===== src/rtl/dvp_pkg.sv =====
// rtl/dvp_pkg.sv - state encoding, colour-bar palette and line timing shared by the DVP source
package dvp_pkg;

    typedef enum logic [2:0] {
        ST_IDLE,
        ST_VSYNC,
        ST_V_BACK,
        ST_ACTIVE,
        ST_V_FRONT
    } dvp_state_t;

    // RGB565 bars, left to right: white, yellow, cyan, green, magenta, red, blue, black
    localparam logic [15:0] BAR_RGB [8] = '{
        16'hFFFF, 16'hFFE0, 16'h07FF, 16'h07E0,
        16'hF81F, 16'hF800, 16'h001F, 16'h0000
    };

    function automatic int line_len(input int width, input int h_blank);
        return 2 * width + h_blank;
    endfunction

endpackage


===== src/rtl/dvp_tx_timing.sv =====
// rtl/dvp_tx_timing.sv - frame state machine with byte and line counters for the DVP source
module dvp_tx_timing #(
    parameter int IMAGE_WIDTH  = 1280,
    parameter int IMAGE_HEIGHT = 720,
    parameter int H_BLANK      = 256,
    parameter int VSYNC_LINES  = 4,
    parameter int V_BACK       = 16,
    parameter int V_FRONT      = 4,
    localparam int XW          = $clog2(IMAGE_WIDTH)
) (
    input  logic          clk,
    input  logic          rst,
    input  logic          en,
    output logic          active,
    output logic          vsync,
    output logic          byte_phase,
    output logic [XW-1:0] pixel_x,
    output logic          frame_start,
    output logic          frame_done
);
    import dvp_pkg::*;

    localparam int LL = line_len(IMAGE_WIDTH, H_BLANK);
    localparam int HW = $clog2(LL);

    dvp_state_t    state;
    logic [HW-1:0] h_cnt;
    logic [15:0]   v_cnt;
    logic [15:0]   v_last;
    logic          line_end;
    logic          block_end;

    always_comb begin
        v_last = '0;
        case (state)
            ST_VSYNC:   v_last = 16'(VSYNC_LINES - 1);
            ST_V_BACK:  v_last = 16'(V_BACK - 1);
            ST_ACTIVE:  v_last = 16'(IMAGE_HEIGHT - 1);
            ST_V_FRONT: v_last = 16'(V_FRONT - 1);
            default:    v_last = '0;
        endcase
    end

    assign line_end    = (h_cnt == HW'(LL - 1));
    assign block_end   = line_end && (v_cnt == v_last);
    assign frame_done  = (state == ST_V_FRONT) && block_end;
    assign frame_start = en && ((state == ST_IDLE) || frame_done);
    assign active      = (state == ST_ACTIVE) && (h_cnt < HW'(2 * IMAGE_WIDTH));
    assign vsync       = (state == ST_VSYNC);
    assign byte_phase  = h_cnt[0];
    assign pixel_x     = h_cnt[XW:1];

    // Every non-idle interval is a whole number of line periods, so one pair of counters serves all states.
    always_ff @(posedge clk or posedge rst) begin
        if (rst) begin
            state <= ST_IDLE;
            h_cnt <= '0;
            v_cnt <= '0;
        end else if (state == ST_IDLE) begin
            h_cnt <= '0;
            v_cnt <= '0;
            if (en)
                state <= ST_VSYNC;
        end else begin
            h_cnt <= line_end ? '0 : h_cnt + 1'b1;
            if (line_end)
                v_cnt <= block_end ? '0 : v_cnt + 1'b1;
            if (block_end) begin
                case (state)
                    ST_VSYNC:   state <= ST_V_BACK;
                    ST_V_BACK:  state <= ST_ACTIVE;
                    ST_ACTIVE:  state <= ST_V_FRONT;
                    ST_V_FRONT: state <= en ? ST_VSYNC : ST_IDLE;
                    default:    state <= ST_IDLE;
                endcase
            end
        end
    end

endmodule


===== src/rtl/dvp_tx.sv =====
// rtl/dvp_tx.sv - OV5640-style RGB565 DVP source fed by a pixel stream or internal colour bars
module dvp_tx #(
    parameter int IMAGE_WIDTH  = 1280,
    parameter int IMAGE_HEIGHT = 720,
    parameter int H_BLANK      = 256,
    parameter int VSYNC_LINES  = 4,
    parameter int V_BACK       = 16,
    parameter int V_FRONT      = 4
) (
    input  logic        Clk,
    input  logic        Rst_p,
    input  logic        En,
    input  logic        Pattern_En,
    input  logic [15:0] Pix_Data,
    input  logic        Pix_Valid,
    output logic        Pix_Ready,
    output logic        Dvp_Vsync,
    output logic        Dvp_Href,
    output logic [7:0]  Dvp_Data,
    output logic        Underflow,
    output logic [15:0] Frame_Cnt
);
    import dvp_pkg::*;

    localparam int XW   = $clog2(IMAGE_WIDTH);
    localparam int BARW = IMAGE_WIDTH / 8;
    localparam int BW   = (BARW > 1) ? $clog2(BARW) : 1;

    logic          active, vsync, byte_phase, frame_start, frame_done;
    logic          frame_done_q, pattern_mode, fetch;
    logic [XW-1:0] pixel_x;
    logic [2:0]    bar_idx, base_idx;
    logic [BW-1:0] bar_pix, base_pix;
    logic [15:0]   pix_reg, cur_pix;

    dvp_tx_timing #(
        .IMAGE_WIDTH (IMAGE_WIDTH),
        .IMAGE_HEIGHT(IMAGE_HEIGHT),
        .H_BLANK     (H_BLANK),
        .VSYNC_LINES (VSYNC_LINES),
        .V_BACK      (V_BACK),
        .V_FRONT     (V_FRONT)
    ) u_timing (
        .clk        (Clk),
        .rst        (Rst_p),
        .en         (En),
        .active     (active),
        .vsync      (vsync),
        .byte_phase (byte_phase),
        .pixel_x    (pixel_x),
        .frame_start(frame_start),
        .frame_done (frame_done)
    );

    // The timing runs one cycle ahead of the pins, so a fetch here lands as the high byte next cycle.
    assign fetch     = active && !byte_phase;
    assign Pix_Ready = fetch && !pattern_mode;

    always_comb begin
        base_idx = (pixel_x == '0) ? 3'd0 : bar_idx;
        base_pix = (pixel_x == '0) ? '0 : bar_pix;
        if (pattern_mode)
            cur_pix = BAR_RGB[base_idx];
        else if (Pix_Valid)
            cur_pix = Pix_Data;
        else
            cur_pix = '0;
    end

    always_ff @(posedge Clk or posedge Rst_p) begin
        if (Rst_p) begin
            Dvp_Vsync    <= 1'b0;
            Dvp_Href     <= 1'b0;
            Dvp_Data     <= '0;
            Underflow    <= 1'b0;
            Frame_Cnt    <= '0;
            frame_done_q <= 1'b0;
            pattern_mode <= 1'b0;
            pix_reg      <= '0;
            bar_idx      <= '0;
            bar_pix      <= '0;
        end else begin
            Dvp_Vsync    <= vsync;
            Dvp_Href     <= active;
            frame_done_q <= frame_done;
            if (frame_start)
                pattern_mode <= Pattern_En;
            if (frame_done_q)
                Frame_Cnt <= Frame_Cnt + 1'b1;
            if (Pix_Ready && !Pix_Valid)
                Underflow <= 1'b1;
            if (!active) begin
                Dvp_Data <= '0;
            end else if (byte_phase) begin
                Dvp_Data <= pix_reg[7:0];
            end else begin
                Dvp_Data <= cur_pix[15:8];
                pix_reg  <= cur_pix;
                if (base_pix == BW'(BARW - 1)) begin
                    bar_idx <= base_idx + 3'd1;
                    bar_pix <= '0;
                end else begin
                    bar_idx <= base_idx;
                    bar_pix <= base_pix + 1'b1;
                end
            end
        end
    end

endmodule


===== config.mk =====
export PLATFORM = sky130hd
export DESIGN_NAME = dvp_tx
export DESIGN_NICKNAME = d
export VERILOG_FILES = /design/src/rtl/dvp_pkg.sv /design/src/rtl/dvp_tx_timing.sv /design/src/rtl/dvp_tx.sv
export SDC_FILE = /design/constraint.sdc
export NUM_CORES = 1
export LEC_CHECK = 0
export ABC_AREA = 0
export CORE_UTILIZATION = 35
export CTS_CLUSTER_SIZE = 28
export DETAILED_ROUTE_END_ITERATION = 6
export DONT_BUFFER_PORTS = 1
export GPL_TIMING_DRIVEN = 0
export PLACE_DENSITY = 0.59
export SKIP_CTS_REPAIR_TIMING = 1
export SLEW_MARGIN = 10
export SYNTH_ARGS = -nofsm -noshare
export SYNTH_HDL_FRONTEND = slang
export SYNTH_HIERARCHICAL = 1
export SYNTH_SLANG_ARGS = --single-unit

===== constraint.sdc =====
create_clock -name Clk -period 2.7 [get_ports Clk]
set_input_delay 0.405 -clock Clk [delete_from_list [all_inputs] [get_ports Clk]]
set_output_delay 0.405 -clock Clk [all_outputs]
set_load 0.02 [all_outputs]

---- Yosys cells after proc, flatten, opt, wreduce, memory -nomap -nowiden ----
Memory sizes are Yosys's and may differ from the RTL's.
Cells that the tools add are included.
word-level totals
  ROM bits ................................ 128
  latch bits .............................. 0
  logic and storage cells ................. 70
  bits in writable memories ............... 0
  register bits after elaboration ......... 79
  memories ................................ 1
memories
  memory           words  width  read ports  clocked after Yosys merged registers in  write ports  RTL line      RTL
  (no name shown)  8      16     1           0                                        0            dvp_tx.sv:63  cur_pix = BAR_RGB[base_idx];
operators by class
  add/sub/neg operators ................... 5
  mux-type cells .......................... 21
  multiply operators ...................... 0
  equal/unequal tests ..................... 8
  div/mod/pow operators ................... 0
  bitwise logic cells ..................... 2
  reduce and logical (&&, ||, !) cells .... 18
  shifts and indexed selects .............. 0
  $lt $le $gt $ge ......................... 2
operator list
  cell                     number
  $mux W16                 7
  $add A16 B1 Y16 const B  2
  $mux W8                  4
  $pmux W10 S3             1
  $mux W12                 2
  $eq A16 B10 Y1           1
  $mux W3                  5
  $add A12 B1 Y12 const B  1
  $eq A12 B12 Y1 const B   1
  $lt A12 B12 Y1 const B   1
  $pmux W3 S4              1
  $logic_not A11 Y1        1
  $add A8 B1 Y8 const B    1
  $eq A8 B8 Y1 const B     1
  $logic_and A1 B1 Y1      7
  $eq A3 B2 Y1 const B     2
  $ge A4 B4 Y1 const B     1
  $not A3 Y4               1
  $reduce_and A2 Y1        2
  $reduce_bool A2 Y1       2
  $add A3 B1 Y3 const B    1
  $eq A3 B1 Y1 const B     1
  $eq A3 B3 Y1 const B     1
  $logic_not A1 Y1         3
  other kinds (6)          6

---- Depth between registers and ports, before layout ----
Gate-level depths: netlist of run 1.
  word-level depth ........................ 9
  mapped depth ............................ 9
  gate-level depth less buffers ........... 8

---- Modules after synthesis ----
Netlist of run 1, hierarchy kept.
by module, submodules not included
  module         area an instance (um^2)  instances  cells each
  dvp_tx         2227.1                   1          218
  dvp_tx_timing  1699.1                   1          179

---- Worst setup path before layout of run 1 ----
No wires, ideal clock.
  path kind ............................... register to register
  start ................................... reg u_timing.h_cnt[2]
  end ..................................... reg bar_pix[7]
  arrival time ............................ 2.279 ns
  buffers on the path ..................... 1
  setup slack ............................. 0.345 ns
  period minus slack after synthesis ...... 2.355 ns
  data required time ...................... 2.624 ns
  library setup time ...................... 0.076 ns
  stages on the path, launching flop included .. 10
  cell sequence ........................... dfrtp_1 > nor4_1 > nand3_1 > clkbuf_1 > and2_1 > ha_1 > and3_1 > and3_1 > o31a_1 > o21ai_1
on the way
  word-level cells in the longest chain between the ends .. 4
  elaborated cells on any way between the ends .. 8
  those cells by class .................... add/sub: 1; order compare: 1; eq/ne: 1; mux: 2; reduce/logical: 3
RTL lines
  what                                                  RTL line                     RTL
  start: declaration                                    dvp_tx_timing.sv:27          logic [HW-1:0] h_cnt;
  start signal: assignment                              dvp_tx_timing.sv:65          h_cnt <= line_end ? '0 : h_cnt + 1'b1;
  $logic_not A11 Y1                                     dvp_tx.sv:61                 base_pix = (pixel_x == '0) ? '0 : bar_pix;
  $mux W8                                               dvp_tx.sv:61
  $add A8 B1 Y8 / $eq A8 B8 Y1 (equally long branches)  dvp_tx.sv:104, dvp_tx.sv:99
  $mux W8                                               dvp_tx.sv:99                 if (base_pix == BW'(BARW - 1)) begin
  end signal: assignment                                dvp_tx.sv:104                bar_pix <= base_pix + 1'b1;
  end: declaration                                      dvp_tx.sv:33                 logic [BW-1:0] bar_pix, base_pix;
Parallel ways exist; a longest one is shown, timed or not.
A chain may end at the register's enable or synchronous reset.

---- Final worst setup path of run 1 ----
  start ................................... reg u_timing.state[2]
  end ..................................... out Pix_Ready
on the way
  word-level cells in the longest chain between the ends .. 4
RTL lines
  what                      RTL line             RTL
  start: declaration        dvp_tx_timing.sv:26  dvp_state_t state;
  start signal: assignment  dvp_tx_timing.sv:73  ST_V_FRONT: state <= en ? ST_VSYNC : ST_IDLE;
  $eq A3 B2 Y1              dvp_tx_timing.sv:48  assign active = (state == ST_ACTIVE) && (h_cnt < HW'(2 * IMAGE_WIDTH));
  $logic_and A1 B1 Y1       dvp_tx_timing.sv:48
  via active                dvp_tx.sv:29         logic active, vsync, byte_phase, frame_start, frame_done;
  $logic_and A1 B1 Y1       dvp_tx.sv:56         assign fetch = active && !byte_phase;
  $logic_and A1 B1 Y1       dvp_tx.sv:57         assign Pix_Ready = fetch && !pattern_mode;
  end: declaration          dvp_tx.sv:16         output logic Pix_Ready,
The timed path passes the listed nets, and every way through them passes these cells.

==> impl_metrics.ini, run 1 <==
[timing]
clock_skew_ps = 3.970
slew_headroom_pct = 55.42
setup_viol = 0
fin_tns_setup_ps = 0
whs_ps = 11.42
fin_crit_sh_pct = 96.57
timing.final.ws_setup_ps = 92.62
fmax_ghz = 0.3835
worst_pin_slew_ps = 667.8
slew_violations = 0
hold_viol = 0
fin_crit_ps = 2607
grt_setup_unrepaired = yes

[synth]
seq_area_frac_synth_pct = 50.35
synthCells = 397
syn_area_mm2 = 0.003926
synthDistinctLibCells = 56
synthTopCellsByCount = 79 x dfrtp_1, 45 x nor2_1, 39 x nand2_1, 27 x a21oi_1, 20 x xnor2_1
yosysWarnings = 6
synth-seq-cells = 79
synth_top_area_share_pct = 50.35
synth.net_count = 423
yosysMostFrequentCell = dfrtp_1
synth_flop_cell = dfrtp_1
synthArstFlopShare_pct = 100.0
synth-edff-count = 0
synthTopCellsByArea = dfrtp_1 50%, xnor2_1 4.5%, nor2_1 4.3%
avgSynthCellArea_um2 = 9.890
yosysTopAreaCell = dfrtp_1

[finish]
drive_above_1_share_pct = 13.19
final_util_pct = 40.38
reg_top3 = Frame_Cnt x16, u_timing/v_cnt x16, u_timing/h_cnt x12
antenna-diode-count = 0
finalNetCount = 439
area_growth_pct = 11.98

[drt]
antenna_left = 0
avgRoutedWirePerCell_um = 15.07
dr.pass1.iters = 4
route.detailed.drc = 0
vias = 2954
initialDrtViolationCount = 155
routed_wl_mm = 8.394
vias_per_cell = 5.303

[critical_path]
rrSetupSlack_ps = 130
cp_top_family = simple AND/OR/NAND/NOR gates
cp.arrival_ps = 2200
r2r.worst_path.cells = 9
crit_type = register to output pin
path_cells = buf_2 > nand3b_1 > nor2_4 > nand2b_1 > clkbuf_1 > nor2_2
critPathBufInv = 2
cp-end-kind = output pin
cp_max_fo = 10
worst_setup_path_start_kind = register
critPathSlowestCell = dfrtp_1
timing.rr.end = bar_pix[7]
timing.rr.start = u_timing/h_cnt[11]
cp.required_ps = 2300
max_stage_delay_ps = 410

[cts]
cts_root_buf = clkbuf_8
cts_num_sinks = 79
cts_buffers = 9
clock_latency_ps = 370
cts_tree = built
clock_path_buffers = 2
htree_levels = 3
path_clk_slew_ps = 80

[placed_design]
place_ws_ps = -147.1
numPortBuffers = 0
routabilityCongestion = 0.7951
dpl.hpwl_mm = 5.893

[grt]
busiest_layer = met2
grt_overflow = 0
grt.total_usage_pct = 15.83
grtUsageMet2_pct = 24.36
use_met3_pct = 4.600
grt_pass1_wl_mm = 14.21
grt_max_degree = 41
antenna_found_initial = 0
grt_pass1_vias = 2901
use_met1_pct = 20.71

[run]
cap_violations = 0

[power]
clockPowerShare_pct = 42.5
seq_power_share_pct = 55.7
p_switching_uw = 461.0
p_per_area_mw_per_mm2 = 482.5
p_int_uw = 1660
swShare_pct = 21.73
combPwrFrac_pct = 1.8
leakagePower_uw = 0.001944
vdd_ir_drop_max_mv = 0.2642

[die]
dieArea_mm2 = 0.01165
rows = 38
ios = 49
start_util_pct = 36.06
core_mm2 = 0.01089
die_h_um = 107.9
die_x_um = 107.9

[run_status]
run_status = completed

[hold_path]
hold_class = input port to asynchronous set/reset pin
==> cells by family (layout without fill, tap and decap cells) <==
family / count (synthesis) / in the layout / share of synthesized area, %
xor+xnor: 39 / 39 / 8.700
fa+ha+maj: 5 / 5 / 1.593
simple gates: 172 / 172 / 23.10
flops: 79 / 79 / 50.35
compound gates: 71 / 71 / 12.21
buf+inv: 26 / 46 / 2.709
mux: 5 / 5 / 1.338
==> worst reg2reg max path: cells and delay by family, from the launching register on <==
family	cells	cell delay [ps]
flip-flops	1	440
buffers and inverters	1	220
AO/OA/AOI/OAI	2	430
AND/OR/NAND/NOR	5	1170
adder cells (fa/ha/maj)	1	230
==> per-layer routing <==
layer	share of wire (%)	routed length (um)
met5	0	0
met1	46	3883
met3	5.6	468
met2	46	3897
met4	1.7	146
==> cell type report <==
class / instances / area [um2]
Fill cell: 1065 / 6491
Sequential cell: 79 / 1981
Multi-Input combinational cell: 292 / 1881
Tap cell: 140 / 175.2
Clock buffer: 12 / 155.1
Buffer: 13 / 61.31
Timing Repair Buffer: 5 / 52.55
Inverter: 13 / 48.80
Clock inverter: 3 / 42.54
==> through the flow <==
stage	instances	power [uW]	instance area [um2]
after global placement	537	1240	4101
after detailed placement	538	1244	4121
after global routing	557	2215	4397
final	557	2121	4397
after floorplan	397	1230	3926
after CTS	553	2159	4319
==> power by group through the flow <==
stage	clock network [uW]	registers, uW	logic [uW]
6_report	902	1180	37.3
5_1_grt	989	1180	44.3
4_1_cts	938	1180	38.9
3_5_place_dp	0	1210	38.8
3_3_place_gp	0	1210	34.0
2_1_floorplan	0	1210	24.4
==> worst max path at each step <==
stage	from	endpoint	slack, ps	cells after the start
2_1_floorplan	u_timing/h_cnt[2]	bar_pix[7]	340	9
3_3_place_gp	u_timing/state[2]	Pix_Ready	-140	6
3_5_place_dp	u_timing/h_cnt[2]	bar_pix[7]	-150	9
4_1_cts	u_timing/state[2]	Pix_Ready	-560	6
5_1_grt	u_timing/state[2]	Pix_Ready	-80	6
6_report	u_timing/state[2]	Pix_Ready	90	6
==> placed cells by master (no fill, tap or decap), types with 2 or more instances in the layout <==
cell type | Yosys | routed
nor3_1 | 9 | 9
nand2_1 | 39 | 39
clkbuf_8 | 0 | 11
dfrtp_2 | 0 | 3
ha_1 | 5 | 5
a31oi_1 | 2 | 2
nand3_1 | 17 | 17
inv_1 | 13 | 11
a211o_1 | 2 | 2
clkbuf_1 | 8 | 8
dfrtp_1 | 79 | 76
and4_1 | 3 | 3
and3_1 | 15 | 14
nand3b_1 | 2 | 2
buf_2 | 4 | 4
o21ai_0 | 11 | 11
inv_2 | 0 | 2
or3_1 | 3 | 3
mux2i_1 | 3 | 3
nor2b_1 | 4 | 4
o21ai_1 | 4 | 4
o21a_1 | 3 | 3
a211oi_2 | 1 | 2
a21oi_1 | 27 | 27
nand2b_1 | 3 | 3
o31ai_4 | 2 | 2
mux2_2 | 2 | 2
nor2_1 | 45 | 43
a22o_1 | 2 | 2
buf_4 | 1 | 4
xnor2_1 | 20 | 20
o31ai_1 | 2 | 2
xor2_1 | 19 | 19
nand4_1 | 11 | 11
and2_1 | 4 | 4
nor3b_1 | 4 | 4
a21oi_2 | 4 | 4
or4_4 | 2 | 2
Note: power is estimated with default switching activity, not from simulation.
==> inputs of run 2 (changes only) <==
--- a/config.mk
+++ b/config.mk
@@ -7,6 +7,7 @@
 export LEC_CHECK = 0
 export ABC_AREA = 0
 export CORE_UTILIZATION = 35
+export CTS_BUF_LIST = sky130_fd_sc_hd__clkbuf_8
 export CTS_CLUSTER_SIZE = 28
 export DETAILED_ROUTE_END_ITERATION = 6
 export DONT_BUFFER_PORTS = 1
==> run 2 against run 1 <==
Effect of this change: clock power about the same; clock skew is essentially flat; count of clock-buffer cells in the layout is 1 lower.
==> impl_metrics.ini, run 2 (same netlist as run 1, synthesis figures left out) <==
[run_status]
run_status = completed

[finish]
area_growth_pct = 11.98
reg_top3 = Frame_Cnt x16, u_timing/v_cnt x16, u_timing/h_cnt x12
layout_common_cells = 76 x dfrtp_1, 43 x nor2_1, 39 x nand2_1
fill_cells = 1065
fin_area_mm2 = 0.004397
layout_commonest_cell = dfrtp_1
antenna-diode-count = 0
finalNetCount = 439
drive_above_1_share_pct = 13.19

[die]
die_h_um = 107.9
core_mm2 = 0.01089
start_util_pct = 36.06
die_x_um = 107.9
rows = 38
dieArea_mm2 = 0.01165
ios = 49

[grt]
antenna_found_initial = 0
grt.total_usage_pct = 15.83
grt_pass1_wl_mm = 14.21
grt_max_degree = 41
grt_pass1_vias = 2901
grt_overflow = 0

[critical_path]
critPathBufInv = 2
worst_setup_path_start_kind = register
cp-end-kind = output pin
crit_type = register to output pin
cp_top_family = simple AND/OR/NAND/NOR gates
critPathSlowestCell = dfrtp_1
cp.arrival_ps = 2200
max_stage_delay_ps = 410
cp_max_fo = 10
rrSetupSlack_ps = 130
path_cells = buf_2 > nand3b_1 > nor2_4 > nand2b_1 > clkbuf_1 > nor2_2
cp.required_ps = 2300

[timing]
worst_pin_slew_ps = 667.6
fin_crit_sh_pct = 96.59
slew_headroom_pct = 55.43
grt_setup_unrepaired = yes
slew_violations = 0
clock_skew_ps = 4.033
hold_viol = 0
fmax_ghz = 0.3835
fin_crit_ps = 2608
setup_viol = 0
timing.final.ws_setup_ps = 92.17

[cts]
cts_num_sinks = 79
htree_levels = 3
cts_buffers = 9
path_clk_slew_ps = 80
clock_latency_ps = 370
cts_root_buf = clkbuf_8
cts_tree = built
clock_path_buffers = 2

[placed_design]
place_ws_ps = -147.1
routabilityCongestion = 0.7951
dpl.hpwl_mm = 5.893
place_area_mm2 = 0.004121
numPortBuffers = 0

[power]
p_switching_uw = 461.4
vdd_ir_drop_max_mv = 0.2642
finalPower_uw = 2118
combPwrFrac_pct = 1.8
p_per_area_mw_per_mm2 = 481.7
swShare_pct = 21.78
p_int_uw = 1656
clockPowerShare_pct = 42.4
leakagePower_uw = 0.001948
seq_power_share_pct = 55.8

[drt]
antenna_left = 0
routed_wl_mm = 8.395
vias = 2956
dr_wl_met3_um = 468
vias_per_cell = 5.307
dr_wl_met2_mm = 3.895
dr.pass1.iters = 4
top_layer = met4
m1WireLength_mm = 3.884
route.detailed.drc = 0
avgRoutedWirePerCell_um = 15.07
initialDrtViolationCount = 149

[hold_path]
hold_class = input port to asynchronous set/reset pin

[run]
cap_violations = 0
[run 2: cell count changes in the layout (fill, tap and decap cells not counted)]
cell,previous run,this run
clkbuf_1,8,7
inv_1,11,12
[run 2: power by group through the flow]
stage	Combinational (uW)	Clock [uW]	Sequential (uW)
4_1_cts	38.9	934	1180
5_1_grt	44.3	985	1180
3_3_place_gp	34.0	0	1210
3_5_place_dp	38.8	0	1210
2_1_floorplan	24.4	0	1210
6_report	37.3	899	1180
[run 2: final cells by class]
| type | count | area (um2) | share of cell area, % |
|---|---|---|---|
| well taps | 140 | 175.2 | 3.984 |
| inverters | 13 | 48.80 | 1.110 |
| clock inverters | 4 | 46.29 | 1.053 |
| clock buffers | 11 | 151.4 | 3.443 |
| plain buffers | 13 | 61.31 | 1.394 |
| multi-input cells | 292 | 1881 | 42.77 |
| repair buffers | 5 | 52.55 | 1.195 |
| flip-flops and latches | 79 | 1981 | 45.05 |
[run 2: worst paths after layout]
path,cells after the start,endpoint,from
worst max-delay path,6,Pix_Ready,u_timing/state[2]
worst min-delay path,1,u_timing/v_cnt[10],Rst_p
worst max register to register,9,bar_pix[7],u_timing/h_cnt[11]
worst min register to register,2,bar_pix[1],bar_pix[1]
max in group asynchronous,3,Frame_Cnt[14],Rst_p
min in group Clk,1,Underflow,Pix_Valid
[run 2: stage by stage]
step / hold WS (ps) / setup TNS [ps] / util [%] / std cells
floorplan: 460.3 / 0 / - / 397
global placement: 488.4 / -203.4 / 37.67 / 537
detailed placement: 235.7 / -300.4 / 37.85 / 538
CTS: -167.8 / -825.2 / 39.67 / 553
global route: 52.27 / -117.8 / 40.38 / 557
finish: 10.91 / 0 / 40.38 / 557
[run 2: routing by layer]
layer  vias to the layer above  GRT usage (%)
met4                         0          6.751
met5                         -              0
met3                        13          4.600
met1                      1456          20.71
li1                       1418              -
met2                        69          24.36
==> inputs of run 3 (changes only) <==
--- a/config.mk
+++ b/config.mk
@@ -8,6 +8,7 @@
 export ABC_AREA = 0
 export CORE_UTILIZATION = 35
 export CTS_BUF_LIST = sky130_fd_sc_hd__clkbuf_8
+export CTS_CLUSTER_DIAMETER = 120
 export CTS_CLUSTER_SIZE = 28
 export DETAILED_ROUTE_END_ITERATION = 6
 export DONT_BUFFER_PORTS = 1
==> results of run 3 <==
The final DEF is identical to that of run 2; final timing and power are the same.
